===== src/rtl/la_dpram.sv =====
// Dual-port RAM with one masked write port and one registered read port.
// Latency: 1 cycle from rd_en to rd_dout. rd_dout holds its value while rd_en is low.
// Backpressure: none. The caller must never read and write the same address on one edge.
module la_dpram #(
  parameter int DW    = 32,
  parameter int AW    = 4,
  parameter     TYPE  = "DEFAULT",
  parameter int CTRLW = 128,
  parameter int TESTW = 128
) (
  input  logic             wr_clk,
  input  logic             wr_en,
  input  logic [AW-1:0]    wr_addr,
  input  logic [DW-1:0]    wr_din,
  input  logic [DW-1:0]    wr_mask,
  input  logic             rd_clk,
  input  logic             rd_en,
  input  logic [AW-1:0]    rd_addr,
  output logic [DW-1:0]    rd_dout,
  input  logic             vss,
  input  logic             vdd,
  input  logic             vddio,
  input  logic [CTRLW-1:0] ctrl,
  input  logic [TESTW-1:0] test
);

  logic [DW-1:0] mem [2**AW];

  // Macro-select, power and test pins only matter to hard macros, not to this model.
  logic unused_pins;
  assign unused_pins = ^{vss, vdd, vddio, ctrl, test, (TYPE == "DEFAULT")};

  // Bit-masked write
  always_ff @(posedge wr_clk) begin
    if (wr_en) mem[wr_addr] <= (mem[wr_addr] & ~wr_mask) | (wr_din & wr_mask);
  end

  // Registered read; output holds between reads
  always_ff @(posedge rd_clk) begin
    if (rd_en) rd_dout <= mem[rd_addr];
  end

endmodule


===== src/rtl/la_dpram_fifo.sv =====
// Synchronous FIFO: 2**AW-word dual-port RAM plus a 2-entry output buffer (capacity 2**AW+2).
// Latency: a push into an empty block shows on out_valid two edges later; one push and one pop per cycle sustained.
// Backpressure: in_ready = !full (RAM full only), independent of out_ready; out_data holds while stalled.
module la_dpram_fifo #(
  parameter int DW    = 32,
  parameter int AW    = 4,
  parameter     TYPE  = "DEFAULT",
  parameter int CTRLW = 128,
  parameter int TESTW = 128,
  localparam int CNTW = AW + 2
) (
  input  logic             clk,
  input  logic             nreset,
  input  logic             in_valid,
  input  logic [DW-1:0]    in_data,
  output logic             in_ready,
  output logic             out_valid,
  output logic [DW-1:0]    out_data,
  input  logic             out_ready,
  output logic [CNTW-1:0]  count,
  output logic             full,
  output logic             empty,
  input  logic             vss,
  input  logic             vdd,
  input  logic             vddio,
  input  logic [CTRLW-1:0] ctrl,
  input  logic [TESTW-1:0] test
);

  localparam int CAP = (2**AW) + 2;

  logic [AW:0]   wr_ptr_q, wr_ptr_d, rd_ptr_q, rd_ptr_d;
  logic          pend_q, pend_d;
  logic [1:0]    buf_cnt_q, buf_cnt_d;
  logic [DW-1:0] buf0_q, buf0_d, buf1_q, buf1_d;
  logic [DW-1:0] ram_dout;
  logic [AW:0]   ram_words;
  logic [2:0]    occ;
  logic          push, pop, rd_issue, ram_empty;

  assign ram_words = wr_ptr_q - rd_ptr_q;
  assign ram_empty = (wr_ptr_q == rd_ptr_q);
  assign full      = (wr_ptr_q == {~rd_ptr_q[AW], rd_ptr_q[AW-1:0]});
  assign in_ready  = ~full;
  assign push      = in_valid & in_ready;
  assign out_valid = (buf_cnt_q != 2'd0);
  assign out_data  = buf0_q;
  assign pop       = out_valid & out_ready;

  // Slots the buffer will need after this edge: held words plus the in-flight read, minus a pop.
  // Keeping this below 2 also guarantees a pending read always has a slot to land in.
  assign occ      = {1'b0, buf_cnt_q} + {2'b00, pend_q} - {2'b00, pop};
  assign rd_issue = ~ram_empty & (occ < 3'd2);

  assign count = {1'b0, ram_words} + {{(CNTW-1){1'b0}}, pend_q} + {{(CNTW-2){1'b0}}, buf_cnt_q};
  assign empty = (count == '0);

  la_dpram #(
    .DW(DW), .AW(AW), .TYPE(TYPE), .CTRLW(CTRLW), .TESTW(TESTW)
  ) u_ram (
    .wr_clk (clk),
    .wr_en  (push),
    .wr_addr(wr_ptr_q[AW-1:0]),
    .wr_din (in_data),
    .wr_mask({DW{1'b1}}),
    .rd_clk (clk),
    .rd_en  (rd_issue),
    .rd_addr(rd_ptr_q[AW-1:0]),
    .rd_dout(ram_dout),
    .vss    (vss),
    .vdd    (vdd),
    .vddio  (vddio),
    .ctrl   (ctrl),
    .test   (test)
  );

  // Next state: pointer advance, read pipeline, buffer shift on pop then fill from RAM
  always_comb begin
    wr_ptr_d  = wr_ptr_q + {{AW{1'b0}}, push};
    rd_ptr_d  = rd_ptr_q + {{AW{1'b0}}, rd_issue};
    pend_d    = rd_issue;
    buf0_d    = buf0_q;
    buf1_d    = buf1_q;
    buf_cnt_d = buf_cnt_q;
    if (pop) begin
      buf0_d    = buf1_q;
      buf_cnt_d = buf_cnt_q - 2'd1;
    end
    if (pend_q) begin
      if (buf_cnt_d == 2'd0) buf0_d = ram_dout;
      else                   buf1_d = ram_dout;
      buf_cnt_d = buf_cnt_d + 2'd1;
    end
  end

  // State registers; RAM contents deliberately left out of reset
  always_ff @(posedge clk or negedge nreset) begin
    if (!nreset) begin
      wr_ptr_q  <= '0;
      rd_ptr_q  <= '0;
      pend_q    <= 1'b0;
      buf_cnt_q <= 2'd0;
      buf0_q    <= '0;
      buf1_q    <= '0;
    end else begin
      wr_ptr_q  <= wr_ptr_d;
      rd_ptr_q  <= rd_ptr_d;
      pend_q    <= pend_d;
      buf_cnt_q <= buf_cnt_d;
      buf0_q    <= buf0_d;
      buf1_q    <= buf1_d;
    end
  end

  // Occupancy can never exceed RAM depth plus the two buffer slots
  assert property (@(posedge clk) disable iff (!nreset) count <= CNTW'(CAP));

endmodule


===== config.mk =====
export PLATFORM = sky130hd
export DESIGN_NAME = la_dpram_fifo
export DESIGN_NICKNAME = d
export VERILOG_FILES = /design/src/rtl/la_dpram.sv /design/src/rtl/la_dpram_fifo.sv
export SDC_FILE = /design/constraint.sdc
export NUM_CORES = 1
export LEC_CHECK = 0
export ABC_AREA = 0
export CORE_MARGIN = 10
export CORE_UTILIZATION = 59
export CTS_BUF_LIST = sky130_fd_sc_hd__clkbuf_8 sky130_fd_sc_hd__clkbuf_16
export DETAILED_ROUTE_END_ITERATION = 7
export PLACE_DENSITY = 0.85
export SLEW_MARGIN = 20
export SYNTH_ARGS = -nofsm -noshare
export SYNTH_HDL_FRONTEND = slang
export SYNTH_SLANG_ARGS = --single-unit

===== constraint.sdc =====
create_clock -name clk -period 12.8 [get_ports clk]
set_input_delay 3.84 -clock clk [delete_from_list [all_inputs] [get_ports clk]]
set_output_delay 3.84 -clock clk [all_outputs]
set_load 0.02 [all_outputs]

==> flow_summary.yaml, run 1 <==
logic_synthesis:
  netlist_top_cells_area: "edfxtp_1 (69%), mux4_2 (12%), dfrtp_1 (8.1%)"
  yosysTopAreaCell: "edfxtp_1"
  yosysWarnings: 0
  muxShareOfSynthArea_pct: 15.0
  synth_fp_nets: 1446
  synth_fa_ha_area_share_pct: 1.02
  synthArstFlopShare_pct: 12.4
  synth_xor_area_share_pct: 0.444
  synth_compound_area_share_pct: 2.93
  synthSimpleGateAreaFrac_pct: 2.10
  ys_ff_latch: 621
  synth_edf_count: 544
  synthTopCellsByCount: "edfxtp_1 (544), mux4_2 (128), dfrtp_1 (77)"
  syn_avg_cell_area_um2: 20.9
  synth_top_area_share_pct: 69.0
  synth.most_common_cell: "edfxtp_1"
  synth_top_family_by_area: "multiplexers"
  mappedNetlistArea_um2: 23700
  ys.flop_type: "edfxtp_1"
  syn_inst: 1134
  yosysSeqAreaShare_pct: 77.1
  yosysUniqueCellTypes: 33
floorplan:
  fp.dieH_um: 220
  start_util_pct: 59.6
  rows: 73
  io_pins: 337
  die_area_um2: 48600
  die_width_um: 220
  core_um2: 39700
timing:
  rsz0062_at_grt: "false"
  tightest_slew_ns: 1.07
  slew_headroom_pct: 28.9
  finalClockSkew_ns: 0.0112
  fmax_mhz: 131
  tns_ns: 0
  hold_viol: 0
  worst_hold_slack_ns: 0.489
  timing.final.crit_share_pct: 59.7
  slew_violations: 0
  period_needed_ns: 7.64
  setup_viol: 0
clock_network:
  numCtsBuffers: 57
  cts.sinks: 621
  h-tree-depth: 2
  path_clk_slew_ns: 0.06
  cts_tree: "done"
  clk_latency_ns: 0.59
  cts_hold_buf: 0
  cts_setup_buffers: 0
  cts_root_buffer: "clkbuf_16"
  clock_path_buffers: 3
  post_cts_resize_count: 0
drt:
  drt-total-wl_um: 55800
  drt-met1-wl_um: 20100
  routed-via-count: 12000
  drc: 0
  drtPass1Iterations: 5
  viasPerCell: 6.63
  wl_met2_um: 28500
  dr_wl_met3_um: 5350
  postRouteAntennaNets: 0
  drtIter0Drc: 1579
  wire_per_inst_um: 30.7
  highest_layer: "met5"
cells_and_area:
  drive_above_1_share_pct: 22.7
  seq_area_um2: 18300
  fillCellCount: 2292
  multi_input_area_um2: 5250
  area_growth_syn_to_layout_pct: 14.1
  fin_nets: 1552
  fin_util_pct: 68.0
power:
  powerDensity_nw_per_um2: 246
  ir_worst_vdd_mv: 0.212
  power.leakage_nw: 9.07
  total_power_mw: 6.66
setup_path:
  crit_arrival_ns: 3.80
  cpLargestDelayFamily: "adder cells"
  path_cells: "ha_1 > inv_1 > fa_1 > fa_1 > and2_1 > and3b_1 > xnor2_1 > clkdlybuf4s50_1"
  crit_buf_inv: 2
  critPathLaunchType: "flop"
  cpPeakStageDelay_ns: 0.86
  crit_type: "flop to output pin"
  required_ns: 8.96
  cp_max_fo: 33
  end_kind: "output pin"
  cpMostUsedCell: "fa_1"
  crit_slowest_cell: "dfrtp_4"
global_route:
  antenna_found_initial: 8
  grt_pass1_wl_um: 82600
  grt_pass1_vias: 12500
  grt_use_total_pct: 23.4
  grt_overflow: 0
  grt_max_degree: 78
min_path:
  hp-class: "flop to flop"
outcome:
  status: "finished clean"
placement:
  place_congestion: 0.756
  place_hpwl_um: 26700
  port_buffers: 77
run:
  max-cap-violations: 0
[worst reg2reg max path, cell delays in order, from the launching register on]
cell and delay, ns:
dfrtp_1 0.49, inv_1 0.10, ha_1 0.15, nand2b_2 0.11, buf_4 0.50, inv_1 0.12
ha_1 0.32, inv_1 0.07, ha_1 0.13, inv_1 0.05, fa_1 0.40, xnor2_1 0.15
nand2_1 0.11, a21oi_4 0.27, buf_4 0.40, ha_1 0.26, ha_1 0.21, nand2_1 0.08
xnor2_1 0.14
[kinds of logic after synthesis]
family | count (synthesis)
AND/OR/NAND/NOR | 115
multiplexers | 192
flip-flops | 621
XOR/XNOR | 12
buffers and inverters | 72
adder cells (fa/ha/maj) | 17
AO/OA/AOI/OAI | 105
[path summary, 6_finish.rpt]
kind	start	endpoint	slack (ns)	depth (start not counted)
min in group asynchronous	nreset	buf_cnt_q[1]	3.39	1
max in group asynchronous	nreset	rd_ptr_q[0]	8.70	1
worst max-delay path	rd_ptr_q[0]	count[4]	5.16	8
worst max register to register	buf_cnt_q[1]	rd_ptr_q[4]	8.64	18
worst min-delay path	u_ram.rd_dout[14]	out_data[14]	0.49	2
worst min register to register	u_ram.rd_dout[14]	out_data[14]	0.49	2
[where the power goes]
| part | internal [mW] | switching, mW |
|---|---|---|
| Sequential | 2.63 | 0.228 |
| Combinational | 0.922 | 1.22 |
| Clock | 0.934 | 0.727 |
| Total | 4.49 | 2.17 |
[routing by layer]
metal,vias to the layer above,global-route usage [%]
met3,144,4.78
met5,-,0
li1,4832,-
met4,8,8.35
met1,6297,29.9
met2,758,39.5
[registers in the layout, summed over array words and instances (netlist names)]
register       flops
rd_ptr_q           5
pend_q             1
buf1_q            32
buf_cnt_q          2
u_ram.mem        512
out_data          32
wr_ptr_q           5
u_ram.rd_dout     32
[cell type report]
class / instances / share of cell area [%]
antenna: 2 / 0.0185
sequential: 621 / 67.6
clock inverter: 48 / 1.31
clock buffer: 59 / 5.46
timing repair buffer: 103 / 3.58
multi-input combinational: 441 / 19.4
tap: 525 / 2.43
inverter: 16 / 0.222
[cell usage in the layout, fill, tap and decap left out, types with 4 or more instances in the layout]
cell / Yosys / routed
nand2b_1: 5 / 4
mux2_2: 32 / 32
nor2_2: 0 / 4
ha_1: 13 / 13
inv_1: 16 / 29
clkinv_2: 0 / 9
fa_1: 4 / 4
xor2_1: 5 / 5
nor3_2: 0 / 4
dfrtp_1: 77 / 75
a22oi_1: 64 / 64
nor2_1: 21 / 4
nor2_4: 0 / 13
mux2i_1: 32 / 32
nand3_1: 4 / 4
a21oi_1: 5 / 4
clkdlybuf4s50_1: 0 / 76
clkbuf_16: 0 / 59
clkinv_1: 0 / 15
nand2_1: 68 / 68
xnor2_1: 7 / 7
o21ai_0: 34 / 34
mux4_2: 128 / 128
bufinv_16: 0 / 5
buf_4: 8 / 26
edfxtp_1: 544 / 544
[through the flow]
step                instances  instance area (um^2)  setup slack [ns]
finish                   1815                 27000              5.16
global placement         1706                 25200              5.20
detailed placement       1706                 25200              5.12
floorplan                1134                 23700              4.77
CTS                      1813                 27000              5.09
global route             1814                 27000              4.99
(Power assumes the default switching activity.)
==> run 2, diff against run 1 <==
- CORE_UTILIZATION: 59 -> 49
- PLACE_DENSITY: 0.85 -> 0.76
- clock period: 12.8 -> 6.9 ns (I/O delays scaled with it)
==> run 2 against run 1 <==
Net effect:
- final cell count is 5.0% higher
- count of clock-buffer cells in the layout shrank 2
- design area rose by 0.50%
- sequential power up 80%
- clock skew increased by 0.012 ns
- largest power group unchanged
- non-clock buffer count rose by 1
- die area rose by 18%
- sequential cell count is the same
- via count down 6.0%
==> flow_summary.yaml, run 2 (synthesis gave the netlist of run 1 again) <==
timing:
  tns_ns: 0
  slew_headroom_pct: 26.1
  worst_hold_slack_ns: 0.478
  fmax_mhz: 180
  period_needed_ns: 5.54
  timing.final.crit_share_pct: 80.3
  setup_viol: 0
  tightest_slew_ns: 1.11
  slew_violations: 0
  finalClockSkew_ns: 0.0236
  rsz0062_at_grt: "false"
  hold_viol: 0
outcome:
  status: "finished clean"
cells_and_area:
  fin_nets: 1553
  final_common_cell: "edfxtp_1"
  final_cell_mix: "edfxtp_1 (544), mux4_2 (128), clkdlybuf4s50_1 (76), dfrtp_1 (75), nand2_1 (68)"
  largest_reg_flops: 512
  area_growth_syn_to_layout_pct: 14.7
  fin_area_um2: 27200
  multi_input_area_um2: 5260
  drive_above_1_share_pct: 22.5
  fillCellCount: 3401
  regMostFlops: "u_ram.mem"
  seq_area_um2: 18300
floorplan:
  fp.dieH_um: 240
  rows: 80
  start_util_pct: 49.6
  die_area_um2: 57500
  io_pins: 337
  die_width_um: 240
  core_um2: 47700
clock_network:
  clock_path_buffers: 3
  clk_latency_ns: 0.63
  cts_root_buffer: "clkbuf_16"
  post_cts_resize_count: 0
  cts.sinks: 621
  cts_tree: "done"
  h-tree-depth: 2
  path_clk_slew_ns: 0.06
  numCtsBuffers: 57
  cts_hold_buf: 0
  cts_setup_buffers: 0
placement:
  port_buffers: 77
  place_area_um2: 25300
  place_congestion: 0.724
  place_hpwl_um: 26200
setup_path:
  end_kind: "output pin"
  required_ns: 4.83
  cpLargestDelayFamily: "adder cells"
  crit_arrival_ns: 3.47
  crit_buf_inv: 3
  path_cells: "inv_1 > ha_1 > inv_1 > fa_1 > ha_1 > nor2b_1 > o21ai_0 > xor2_1 > clkdlybuf4s50_1"
  crit_type: "flop to output pin"
  cp_max_fo: 4
  crit_slowest_cell: "clkdlybuf4s50_1"
  critPathLaunchType: "flop"
  cpPeakStageDelay_ns: 0.65
drt:
  drtPass1Iterations: 5
  drt-total-wl_um: 48600
  wire_per_inst_um: 25.5
  drtIter0Drc: 1366
  viasPerCell: 5.94
  postRouteAntennaNets: 0
  routed-via-count: 11300
  drc: 0
power:
  power.leakage_nw: 9.08
  powerDensity_nw_per_um2: 447
  ir_worst_vdd_mv: 0.362
global_route:
  grt_pass1_wl_um: 72800
  grt_max_degree: 94
  grt_overflow: 0
  grt_use_total_pct: 16.9
  grt_pass1_vias: 11700
  antenna_found_initial: 4
run:
  max-cap-violations: 0
min_path:
  hp-class: "flop to flop"
-- run 2: cell count changes in the layout (fill, tap and decap cells not counted), moves of 2 or more --
| cell | delta |
|---|---|
| inv_1 | +4 |
| clkinv_1 | -3 |
| clkbuf_16 | -2 |
| clkinv_16 | +2 |
| clkinv_2 | -2 |
| diode_2 | +2 |
| nor2_2 | -2 |
| nor2_4 | +2 |
-- run 2: final timing paths --
path	start	end	slack [ns]	depth (start not counted)
setup reg to reg	rd_ptr_q[2]	u_ram.mem[5][24]	3.32	7
hold / removal	u_ram.rd_dout[25]	out_data[25]	0.48	2
hold reg to reg	u_ram.rd_dout[25]	out_data[25]	0.48	2
min in group asynchronous	nreset	out_data[0]	1.61	1
max in group asynchronous	nreset	rd_ptr_q[1]	4.58	1
setup / recovery	wr_ptr_q[0]	count[3]	1.36	9
-- run 2: power by group --
part	internal, mW	switching (mW)
clock	1.66	1.34
combinational	1.72	2.27
sequential	4.88	0.275
total	8.26	3.88
-- run 2: metal layers --
layer,up-vias,GRT usage (%),share of wire (%)
li1,4820,-,-
met1,5949,22.2,39
met2,480,27.8,50
met3,70,3.71,8.0
met4,2,5.10,2.1
met5,-,0,0.035
-- run 2: metrics by stage --
stage	std cells	total power, mW	utilization (%)	setup WS (ns)
floorplan	1134	7.81	-	0.636
global placement	1796	9.09	53.1	1.78
detailed placement	1796	9.23	53.1	1.74
CTS	1901	12.2	56.8	1.37
global route	1903	12.7	56.9	1.20
finish	1906	12.1	56.9	1.36
-- run 2: worst register-to-register path: stages, from the launching register on --
cell	delay [ns]
dfrtp_1	0.48
inv_1	0.16
ha_1	0.39
and4_1	0.25
nand2b_1	0.24
nand4b_1	0.43
nor2_4	0.87
buf_4	0.44
-- run 2: area by class of cell --
class	instances	share of cell area, %
tap	615	2.83
clock inverter	48	1.38
antenna	4	0.0368
clock buffer	57	5.25
sequential	621	67.2
timing repair buffer	104	3.69
inverter	16	0.221
multi-input combinational	441	19.3
